## config.mk

```make
export PLATFORM = sky130hd
export DESIGN_NAME = poly_mult_seq_flat
export DESIGN_NICKNAME = d
export VERILOG_FILES = /design/src/rtl/poly_mult_seq_pkg.sv /design/src/rtl/poly_mult_seq_if.sv /design/src/rtl/poly_mult_seq_mac.sv /design/src/rtl/poly_mult_seq.sv /design/src/flat_wrapper.sv
export SDC_FILE = /design/constraint.sdc
export NUM_CORES = 1
export LEC_CHECK = 0
export ABC_AREA = 1
export CAP_MARGIN = 20
export CORE_MARGIN = 2
export CORE_UTILIZATION = 35
export DETAILED_ROUTE_END_ITERATION = 10
export DONT_BUFFER_PORTS = 1
export GPL_TIMING_DRIVEN = 0
export PLACE_DENSITY_LB_ADDON = 0.05
export SLEW_MARGIN = 20
export SYNTH_ARGS = -nofsm -noshare
export SYNTH_HDL_FRONTEND = slang
export SYNTH_SLANG_ARGS = --single-unit
```

## constraint.sdc

```tcl
create_clock -name clk -period 5.3 [get_ports clk]
set_clock_uncertainty 0.15 [all_clocks]
set_input_delay 0.265 -clock clk [delete_from_list [all_inputs] [get_ports clk]]
set_output_delay 0.265 -clock clk [all_outputs]
set_load 0.005 [all_outputs]
```

## src/rtl/poly_mult_seq_pkg.sv

```systemverilog
// Shared types for the sequential polynomial multiplier: FSM encoding, reduction modes
// and the counter-width helper.
package poly_pkg;

  typedef enum logic [1:0] {
    S_IDLE = 2'd0,
    S_MAC  = 2'd1,
    S_DONE = 2'd2
  } state_t;

  localparam logic MODE_CYCLIC     = 1'b0;
  localparam logic MODE_NEGACYCLIC = 1'b1;

  function automatic int idx_width(input int n);
    return (n <= 2) ? 1 : $clog2(n);
  endfunction

endpackage

```

## src/rtl/poly_mult_seq_if.sv

```systemverilog
// Operand/result bundle of the polynomial multiplier.
// Handshake: a transfer happens on a rising edge where valid && ready; the sender holds
// its payload stable while valid is high and ready is low, and ready never waits on valid.
interface poly_mult_seq_if #(
  parameter int N = 4,
  parameter int W = 8
);
  logic           in_valid;
  logic           in_ready;
  logic           mode;
  logic [N*W-1:0] a_in;
  logic [N*W-1:0] b_in;
  logic           out_valid;
  logic           out_ready;
  logic [N*W-1:0] c_out;
  logic           busy;

  modport master (
    output in_valid, mode, a_in, b_in, out_ready,
    input  in_ready, out_valid, c_out, busy
  );

  modport slave (
    input  in_valid, mode, a_in, b_in, out_ready,
    output in_ready, out_valid, c_out, busy
  );
endinterface

```

## src/rtl/poly_mult_seq_mac.sv

```systemverilog
// One coefficient multiply-accumulate step; wrapped terms are subtracted in negacyclic mode.
module poly_mac
  import poly_pkg::*;
#(
  parameter int W = 8
) (
  input  logic [W-1:0] a,
  input  logic [W-1:0] b,
  input  logic [W-1:0] acc_word,
  input  logic         wrap,
  input  logic         mode,
  output logic [W-1:0] new_word
);
  logic [W-1:0] prod;

  // W-bit result keeps only the low half of the product, i.e. mod 2^W
  assign prod     = a * b;
  assign new_word = (wrap && (mode == MODE_NEGACYCLIC)) ? acc_word - prod : acc_word + prod;
endmodule

```

## src/rtl/poly_mult_seq.sv

```systemverilog
// Sequential C = A*B mod (x^N -/+ 1): one coefficient MAC per cycle, j inner, i outer.
module poly_mult_seq
  import poly_pkg::*;
#(
  parameter int N = 4,
  parameter int W = 8
) (
  input  logic            clk,
  input  logic            rst,
  poly_mult_seq_if.slave  bus,
  output state_t          state
);
  localparam int              IW    = idx_width(N);
  localparam logic [IW-1:0]   LAST  = IW'(N - 1);
  localparam logic [IW:0]     N_EXT = (IW + 1)'(N);

  logic [IW-1:0]        i_idx;
  logic [IW-1:0]        j_idx;
  logic [N-1:0][W-1:0]  a_reg;
  logic [N-1:0][W-1:0]  b_reg;
  logic [N-1:0][W-1:0]  acc;
  logic [N-1:0][W-1:0]  acc_next;
  logic [N-1:0][W-1:0]  c_reg;
  logic                 mode_reg;
  logic                 out_valid_reg;
  logic [IW:0]          sum;
  logic                 wrap;
  logic [IW-1:0]        k_idx;
  logic [W-1:0]         mac_word;

  assign sum   = {1'b0, i_idx} + {1'b0, j_idx};
  assign wrap  = (sum >= N_EXT);
  assign k_idx = wrap ? IW'(sum - N_EXT) : sum[IW-1:0];

  poly_mac #(.W(W)) u_mac (
    .a        (a_reg[i_idx]),
    .b        (b_reg[j_idx]),
    .acc_word (acc[k_idx]),
    .wrap     (wrap),
    .mode     (mode_reg),
    .new_word (mac_word)
  );

  // Accumulator image including the current term; feeds c_out on the last term
  always_comb begin
    acc_next        = acc;
    acc_next[k_idx] = mac_word;
  end

  assign bus.in_ready  = (state == S_IDLE) && !rst;
  assign bus.out_valid = out_valid_reg;
  assign bus.c_out     = c_reg;
  assign bus.busy      = (state != S_IDLE);

  always_ff @(posedge clk or posedge rst) begin
    if (rst) begin
      state         <= S_IDLE;
      i_idx         <= '0;
      j_idx         <= '0;
      a_reg         <= '0;
      b_reg         <= '0;
      acc           <= '0;
      c_reg         <= '0;
      mode_reg      <= MODE_CYCLIC;
      out_valid_reg <= 1'b0;
    end else begin
      case (state)
        S_IDLE: begin
          if (bus.in_valid) begin
            a_reg    <= bus.a_in;
            b_reg    <= bus.b_in;
            mode_reg <= bus.mode;
            acc      <= '0;
            i_idx    <= '0;
            j_idx    <= '0;
            state    <= S_MAC;
          end
        end
        S_MAC: begin
          acc <= acc_next;
          if (j_idx == LAST) begin
            j_idx <= '0;
            if (i_idx == LAST) begin
              c_reg         <= acc_next;
              out_valid_reg <= 1'b1;
              state         <= S_DONE;
            end else begin
              i_idx <= i_idx + IW'(1);
            end
          end else begin
            j_idx <= j_idx + IW'(1);
          end
        end
        S_DONE: begin
          if (bus.out_ready) begin
            out_valid_reg <= 1'b0;
            state         <= S_IDLE;
          end
        end
        default: state <= S_IDLE;
      endcase
    end
  end
endmodule

```

## src/flat_wrapper.sv

```systemverilog
// flat-port wrapper written by rule: the top's interface ports become plain ports
module poly_mult_seq_flat import poly_pkg::*;
#(
  parameter int N = 4,
  parameter int W = 8
)
  (clk, rst, state, bus_in_valid, bus_mode, bus_a_in, bus_b_in, bus_out_ready, bus_in_ready, bus_out_valid, bus_c_out, bus_busy);
  poly_mult_seq_if #(.N(N), .W(W)) bus_i ();
  input  logic clk;
  input  logic rst;
  output state_t state;
  input wire logic [$bits(bus_i.in_valid)-1:0] bus_in_valid;
  input wire logic [$bits(bus_i.mode)-1:0] bus_mode;
  input wire logic [$bits(bus_i.a_in)-1:0] bus_a_in;
  input wire logic [$bits(bus_i.b_in)-1:0] bus_b_in;
  input wire logic [$bits(bus_i.out_ready)-1:0] bus_out_ready;
  output wire logic [$bits(bus_i.in_ready)-1:0] bus_in_ready;
  output wire logic [$bits(bus_i.out_valid)-1:0] bus_out_valid;
  output wire logic [$bits(bus_i.c_out)-1:0] bus_c_out;
  output wire logic [$bits(bus_i.busy)-1:0] bus_busy;
  assign bus_i.in_valid = bus_in_valid;
  assign bus_i.mode = bus_mode;
  assign bus_i.a_in = bus_a_in;
  assign bus_i.b_in = bus_b_in;
  assign bus_i.out_ready = bus_out_ready;
  assign bus_in_ready = bus_i.in_ready;
  assign bus_out_valid = bus_i.out_valid;
  assign bus_c_out = bus_i.c_out;
  assign bus_busy = bus_i.busy;
  poly_mult_seq #(.N(N), .W(W)) u_core (.clk(clk), .rst(rst), .bus(bus_i), .state(state));
endmodule
```

==> impl_metrics.env, run 1 <==
export IMPL_status="finished clean"
export IMPL_crit_path_end="u_core.bus.c_out[23]"
export IMPL_syn_nets=1115
export IMPL_clock_sinks=136
export IMPL_ios=106
export IMPL_cts_root_buf="clkbuf_16"
export IMPL_slew_violations=0
export IMPL_clk_pin_slew_ps=70
export IMPL_floorplan_initialDensity_pct=35.6
export IMPL_period_share_pct=99.9
export IMPL_period_needed_ps=5300
export IMPL_grt_start_max_net_pins=70
export IMPL_wl_per_cell_um=16.0
export IMPL_track_usage_pct=20.1
export IMPL_syn_to_final_growth_pct=28.2
export IMPL_synth_edf_count=0
export IMPL_routed_via_density=4.76
export IMPL_cp_required_ps=5470
export IMPL_synth_cell_types=42
export IMPL_critPathKind="reg -> reg"
export IMPL_die_h_um=153
export IMPL_rsz0062_at_grt="true"
export IMPL_fp_dieW_um=153
export IMPL_final_util_pct=45.7
export IMPL_yosysSeqAreaShare_pct=43.9
export IMPL_fin_nets=1226
export IMPL_yosysMostFrequentCell="nand2_1"
export IMPL_synthArstFlopShare_pct=100
export IMPL_critPathCaptureType="flop"
export IMPL_slowest_delay_ps=560
export IMPL_grt_pass1_vias=6830
export IMPL_grt_pass1_wl_um=37000
export IMPL_gp_congestion=0.796
export IMPL_start_kind="flop"
export IMPL_timing_hold_ws_ps=247
export IMPL_core_area_um2=21800
export IMPL_yosys_area_top_type="dfrtp_1"
export IMPL_synth_ff_type="dfrtp_1"
export IMPL_synth_avg_cell_area_um2=7.72
export IMPL_synthTopCellsByCount="nand2_1, dfrtp_1, inv_1"
export IMPL_htreeDepth=4
export IMPL_max_cap_viol_count=0
export IMPL_firstDrtPassIters=5
export IMPL_yosys_warnings=0
export IMPL_clock_latency_ps=430
export IMPL_fmax_ghz=0.189
export IMPL_crit_path_frequent_cell="nand2_2"
export IMPL_vias=6711
export IMPL_synth_top_area_share_pct=43.9
export IMPL_hold_viol=0
export IMPL_critPathMaxFanout=8
export IMPL_worst_pin_slew_ps=709
export IMPL_die_area_um2=23400
export IMPL_synthCells=1005
export IMPL_final_layout_size_suffix_gt1_share_pct=15.1
export IMPL_cp_slowest_cell="fa_1"
export IMPL_cts_buffers=17
export IMPL_cts_tree="built"
export IMPL_antenna_found_initial=0
export IMPL_portBuffers=0
export IMPL_drtIter0Drc=309
export IMPL_fp_row_count=54
export IMPL_maxSlewHeadroom_pct=52.6
export IMPL_dp_hpwl_um=16300
export IMPL_reg2reg_depth=25
export IMPL_cp_arrival_ps=5460
export IMPL_worstReg2RegEnd="u_core.bus.c_out[23]"
export IMPL_hold_path_class="in -> async"
export IMPL_cp_startpoint="u_core.j_idx[0]"
export IMPL_reg2reg_slack_ps=4
export IMPL_drt_total_wl_um=22500
export IMPL_synth_seq_cells=136
export IMPL_setup_violations=0
export IMPL_ant_nets=0
export IMPL_grt_overflow_total=0
export IMPL_clk_path_buf_depth=2
export IMPL_remaining_drc_errors=0
export IMPL_n_antenna_cell=0
export IMPL_syn_cell_area_um2=7750
export IMPL_r2r_start="u_core.j_idx[0]"
export IMPL_yosys_top_cells_area="dfrtp_1, nand2_1, inv_1"
export IMPL_nFillCells=2223
-- cell families (layout without fill, tap and decap cells) --
kind of cell	after synthesis	after routing	synth area share [%]
DFF	136	136	43.9
AOI/OAI and AO/OA	151	151	11.4
buffers and inverters	166	290	8.94
and+or+nand+nor	501	501	26.7
xor gates and xnor gates	10	10	1.13
adders and majority gates	41	41	7.97
-- metal layers --
metal / global-route usage [%] / part of all wire [%] / vias to the layer above
li1: - / - / 3396
met1: 25.7 / 45 / 3186
met2: 35.7 / 51 / 113
met3: 3.71 / 3.1 / 16
met4: 3.97 / 0.80 / 0
met5: 0 / 0 / -
-- worst max-delay path, delay by kind of cell (launching register included) --
kind                     cells  cell delay [ps]
flip-flops                   1              390
AND/OR/NAND/NOR              9              790
AO/OA/AOI/OAI                4              820
XOR/XNOR                     1              150
adder cells (fa/ha/maj)      6             2310
buffers and inverters        5              550
-- layout make-up --
type / instances / area (µm²) / area share (%)
multi-input cells: 703 / 3960 / 39.8
flip-flops and latches: 136 / 3400 / 34.2
repair buffers: 92 / 886 / 8.91
inverters: 128 / 508 / 5.11
clock buffers: 17 / 425 / 4.28
well taps: 280 / 350 / 3.52
plain buffers: 38 / 229 / 2.30
clock inverters: 15 / 180 / 1.81
-- metrics by stage --
step | setup WS (ps) | area, µm² | instances | TNS, ps
global placement | -728 | 8100 | 1285 | -92730
detailed placement | -764 | 8140 | 1286 | -9260
finish | 3.68 | 9940 | 1409 | 0
CTS | -12.1 | 9770 | 1405 | -48.7
floorplan | 81.4 | 7750 | 1005 | 0
global route | -261 | 9940 | 1409 | -2990
-- cell usage in the layout (no fill, tap or decap), drive strengths merged --
cell type	Yosys	routed
nand2	414	414
dfrtp	136	136
inv	127	136
o21ai	92	92
dlygate4sd3	0	67
nand3	43	43
buf	17	42
clkbuf	21	38
nor2	33	33
ha	27	27
a21oi	16	16
fa	14	14
o211ai	13	13
o22ai	9	9
a22o	7	7
a221oi	6	6
xor2	6	6
or2	5	5
xnor2	4	4
a31oi	3	3
clkinv	1	3
nand3b	2	2
o21a	2	2
nor3	2	2
bufinv	0	2
clkinvlp	0	2
nand4	1	1
and2	1	1
a21o	1	1
a22oi	1	1
o221ai	1	1
-- worst min-delay path by stage --
stage,to,slack [ps],cells past startpoint
2_1_floorplan,u_core.state[1],220,1
3_3_place_gp,u_core.b_reg[27],230,2
3_5_place_dp,u_core.state[1],60,1
4_1_cts,u_core.b_reg[28],240,4
5_1_grt,u_core.b_reg[6],290,2
6_report,u_core.bus.c_out[0],250,2
-- timing repair --
item	4_1_cts	5_1_grt
endpoints found under the setup margin	24	24
pin swaps	28	22
hold endpoints to repair	135	0
gates resized for setup	58	43
setup buffers	20	4
hold buffers	67	0
Power of run 1 is left out: the tool's default activity adds up to more than one toggle a clock period on the data nets, which glitch-free logic cannot reach.
==> inputs of run 2 (changes only) <==
==> constraint.sdc (replaced) <==
create_clock -name clk -period 5.3 [get_ports clk]
set_clock_uncertainty 0.15 [all_clocks]
set_input_delay 0.795 -clock clk [delete_from_list [all_inputs] [get_ports clk]]
set_output_delay 0.795 -clock clk [all_outputs]
set_load 0.005 [all_outputs]
==> impl_metrics.env, run 2 (synthesis gave the netlist of run 1 again) <==
export IMPL_track_usage_pct=19.7
export IMPL_cts_buffers=17
export IMPL_nFillCells=2276
export IMPL_routed_via_density=4.80
export IMPL_drt_total_wl_um=22200
export IMPL_timing_hold_ws_ps=118
export IMPL_drtIter0Drc=287
export IMPL_cp_slowest_cell="fa_1"
export IMPL_fp_row_count=54
export IMPL_rsz0062_at_grt="true"
export IMPL_grt_overflow_total=0
export IMPL_cp_arrival_ps=5430
export IMPL_setup_slack_ps=11.6
export IMPL_worst_pin_slew_ps=711
export IMPL_die_area_um2=23400
export IMPL_period_share_pct=99.8
export IMPL_final_layout_size_suffix_gt1_share_pct=16.1
export IMPL_antenna_found_initial=0
export IMPL_ios=106
export IMPL_die_h_um=153
export IMPL_clk_path_buf_depth=2
export IMPL_core_area_um2=21800
export IMPL_hold_viol=0
export IMPL_cts_tree="built"
export IMPL_status="finished clean"
export IMPL_fp_dieW_um=153
export IMPL_n_antenna_cell=0
export IMPL_critPathMaxFanout=10
export IMPL_grt_start_max_net_pins=70
export IMPL_fin_nets=1159
export IMPL_floorplan_initialDensity_pct=35.6
export IMPL_clock_sinks=136
export IMPL_htreeDepth=4
export IMPL_setup_violations=0
export IMPL_dp_slack_ps=-764
export IMPL_dp_hpwl_um=16300
export IMPL_cp_required_ps=5440
export IMPL_start_kind="flop"
export IMPL_layout_commonest_cell="nand2_1"
export IMPL_ant_nets=0
export IMPL_clock_latency_ps=430
export IMPL_slew_violations=0
export IMPL_final_cell_mix="nand2_1, dfrtp_1, inv_1, o21ai_0, nand3_1"
export IMPL_crit_path_cell_trace="buf_6 -> buf_8 -> o21ai_1 -> nand2_1 -> nand2_4 -> inv_4 -> nor2_1 -> ha_2 -> fa_1 -> ha_1 -> inv_2 -> fa_1 -> fa_2 -> buf_4 -> xor2_1 -> ha_1 -> inv_1 -> or2_4 -> nand2_2 -> a21oi_1 -> xor2_1 -> buf_4 -> o21ai_0 -> o21ai_0"
export IMPL_period_needed_ps=5290
export IMPL_maxSlewHeadroom_pct=52.5
export IMPL_wl_per_cell_um=16.5
export IMPL_gp_congestion=0.796
export IMPL_clk_pin_slew_ps=70
export IMPL_slowest_delay_ps=560
export IMPL_critPathKind="reg -> reg"
export IMPL_firstDrtPassIters=5
export IMPL_cts_root_buf="clkbuf_16"
export IMPL_remaining_drc_errors=0
export IMPL_portBuffers=0
export IMPL_fmax_ghz=0.189
export IMPL_critPathCaptureType="flop"
export IMPL_syn_to_final_growth_pct=19.6
export IMPL_reg2reg_slack_ps=10
export IMPL_hold_path_class="in -> async"
export IMPL_cts_hold_buf=0
export IMPL_grt_pass1_vias=6508
export IMPL_max_cap_viol_count=0
export IMPL_grt_pass1_wl_um=36000
export IMPL_vias=6436
==> run 2: cell count changes in the layout (fill, tap and decap cells not counted), sizes merged <==
cell         change
dlygate4sd3     -67
==> run 2: path summary, 6_finish.rpt <==
check / from / endpoint / cells past startpoint
worst min-delay path: rst / u_core.state[1] / 1
worst max-delay path: u_core.i_idx[0] / u_core.acc[30] / 24
worst max register to register: u_core.i_idx[0] / u_core.acc[30] / 24
min in group clk: bus_b_in[20] / u_core.b_reg[20] / 2
worst min register to register: u_core.a_reg[10] / u_core.a_reg[10] / 2
max in group asynchronous: rst / u_core.a_reg[2] / 2
==> run 2: timing repair <==
action,4_1_cts,5_1_grt
buffers inserted,20,4
gates cloned,0,0
endpoints found under the setup margin,24,24
pin swaps,28,22
resized for setup,58,43
==> run 2: layout make-up <==
type                       instances  area, µm²  share of cell area (%)
buffer                            38        229                    2.47
clock buffer                      17        425                    4.59
clock inverter                    15        180                    1.94
inverter                         128        508                    5.48
multi-input combinational        703       3960                    42.7
sequential                       136       3400                    36.7
tap                              280        350                    3.78
timing repair buffer              25        215                    2.32
==> run 2: routing by layer <==
layer  routed length [µm]  share of wire [%]  track usage [%]  vias to the layer above
li1                     -                  -                -                     3267
met1                 9840                 44             25.1                     3052
met2                11200                 51             34.4                      100
met3                  938                4.2             4.68                       17
met4                  189               0.85             3.97                        0
met5                    0                  0                0                        -
==> run 2: per-stage QoR <==
step                      utilization (%)  cell area [µm²]  std cells  TNS, ps
final                                42.6             9270       1342        0
after detailed placement             37.4             8140       1286    -9260
after global routing                 42.6             9270       1342    -3000
after CTS                            41.8             9100       1338    -48.7
after floorplan                         -             7750       1005        0
after global placement               37.2             8100       1285  -164810
==> run 2: critical path: cells and delay by family (launching register included) <==
kind | cells | cell delay (ps)
fa+ha+maj | 6 | 2280
buf+inv | 7 | 780
simple gates | 5 | 640
compound gates | 4 | 590
flops | 1 | 390
xor+xnor | 2 | 310
Power of run 2 is left out for the same reason.
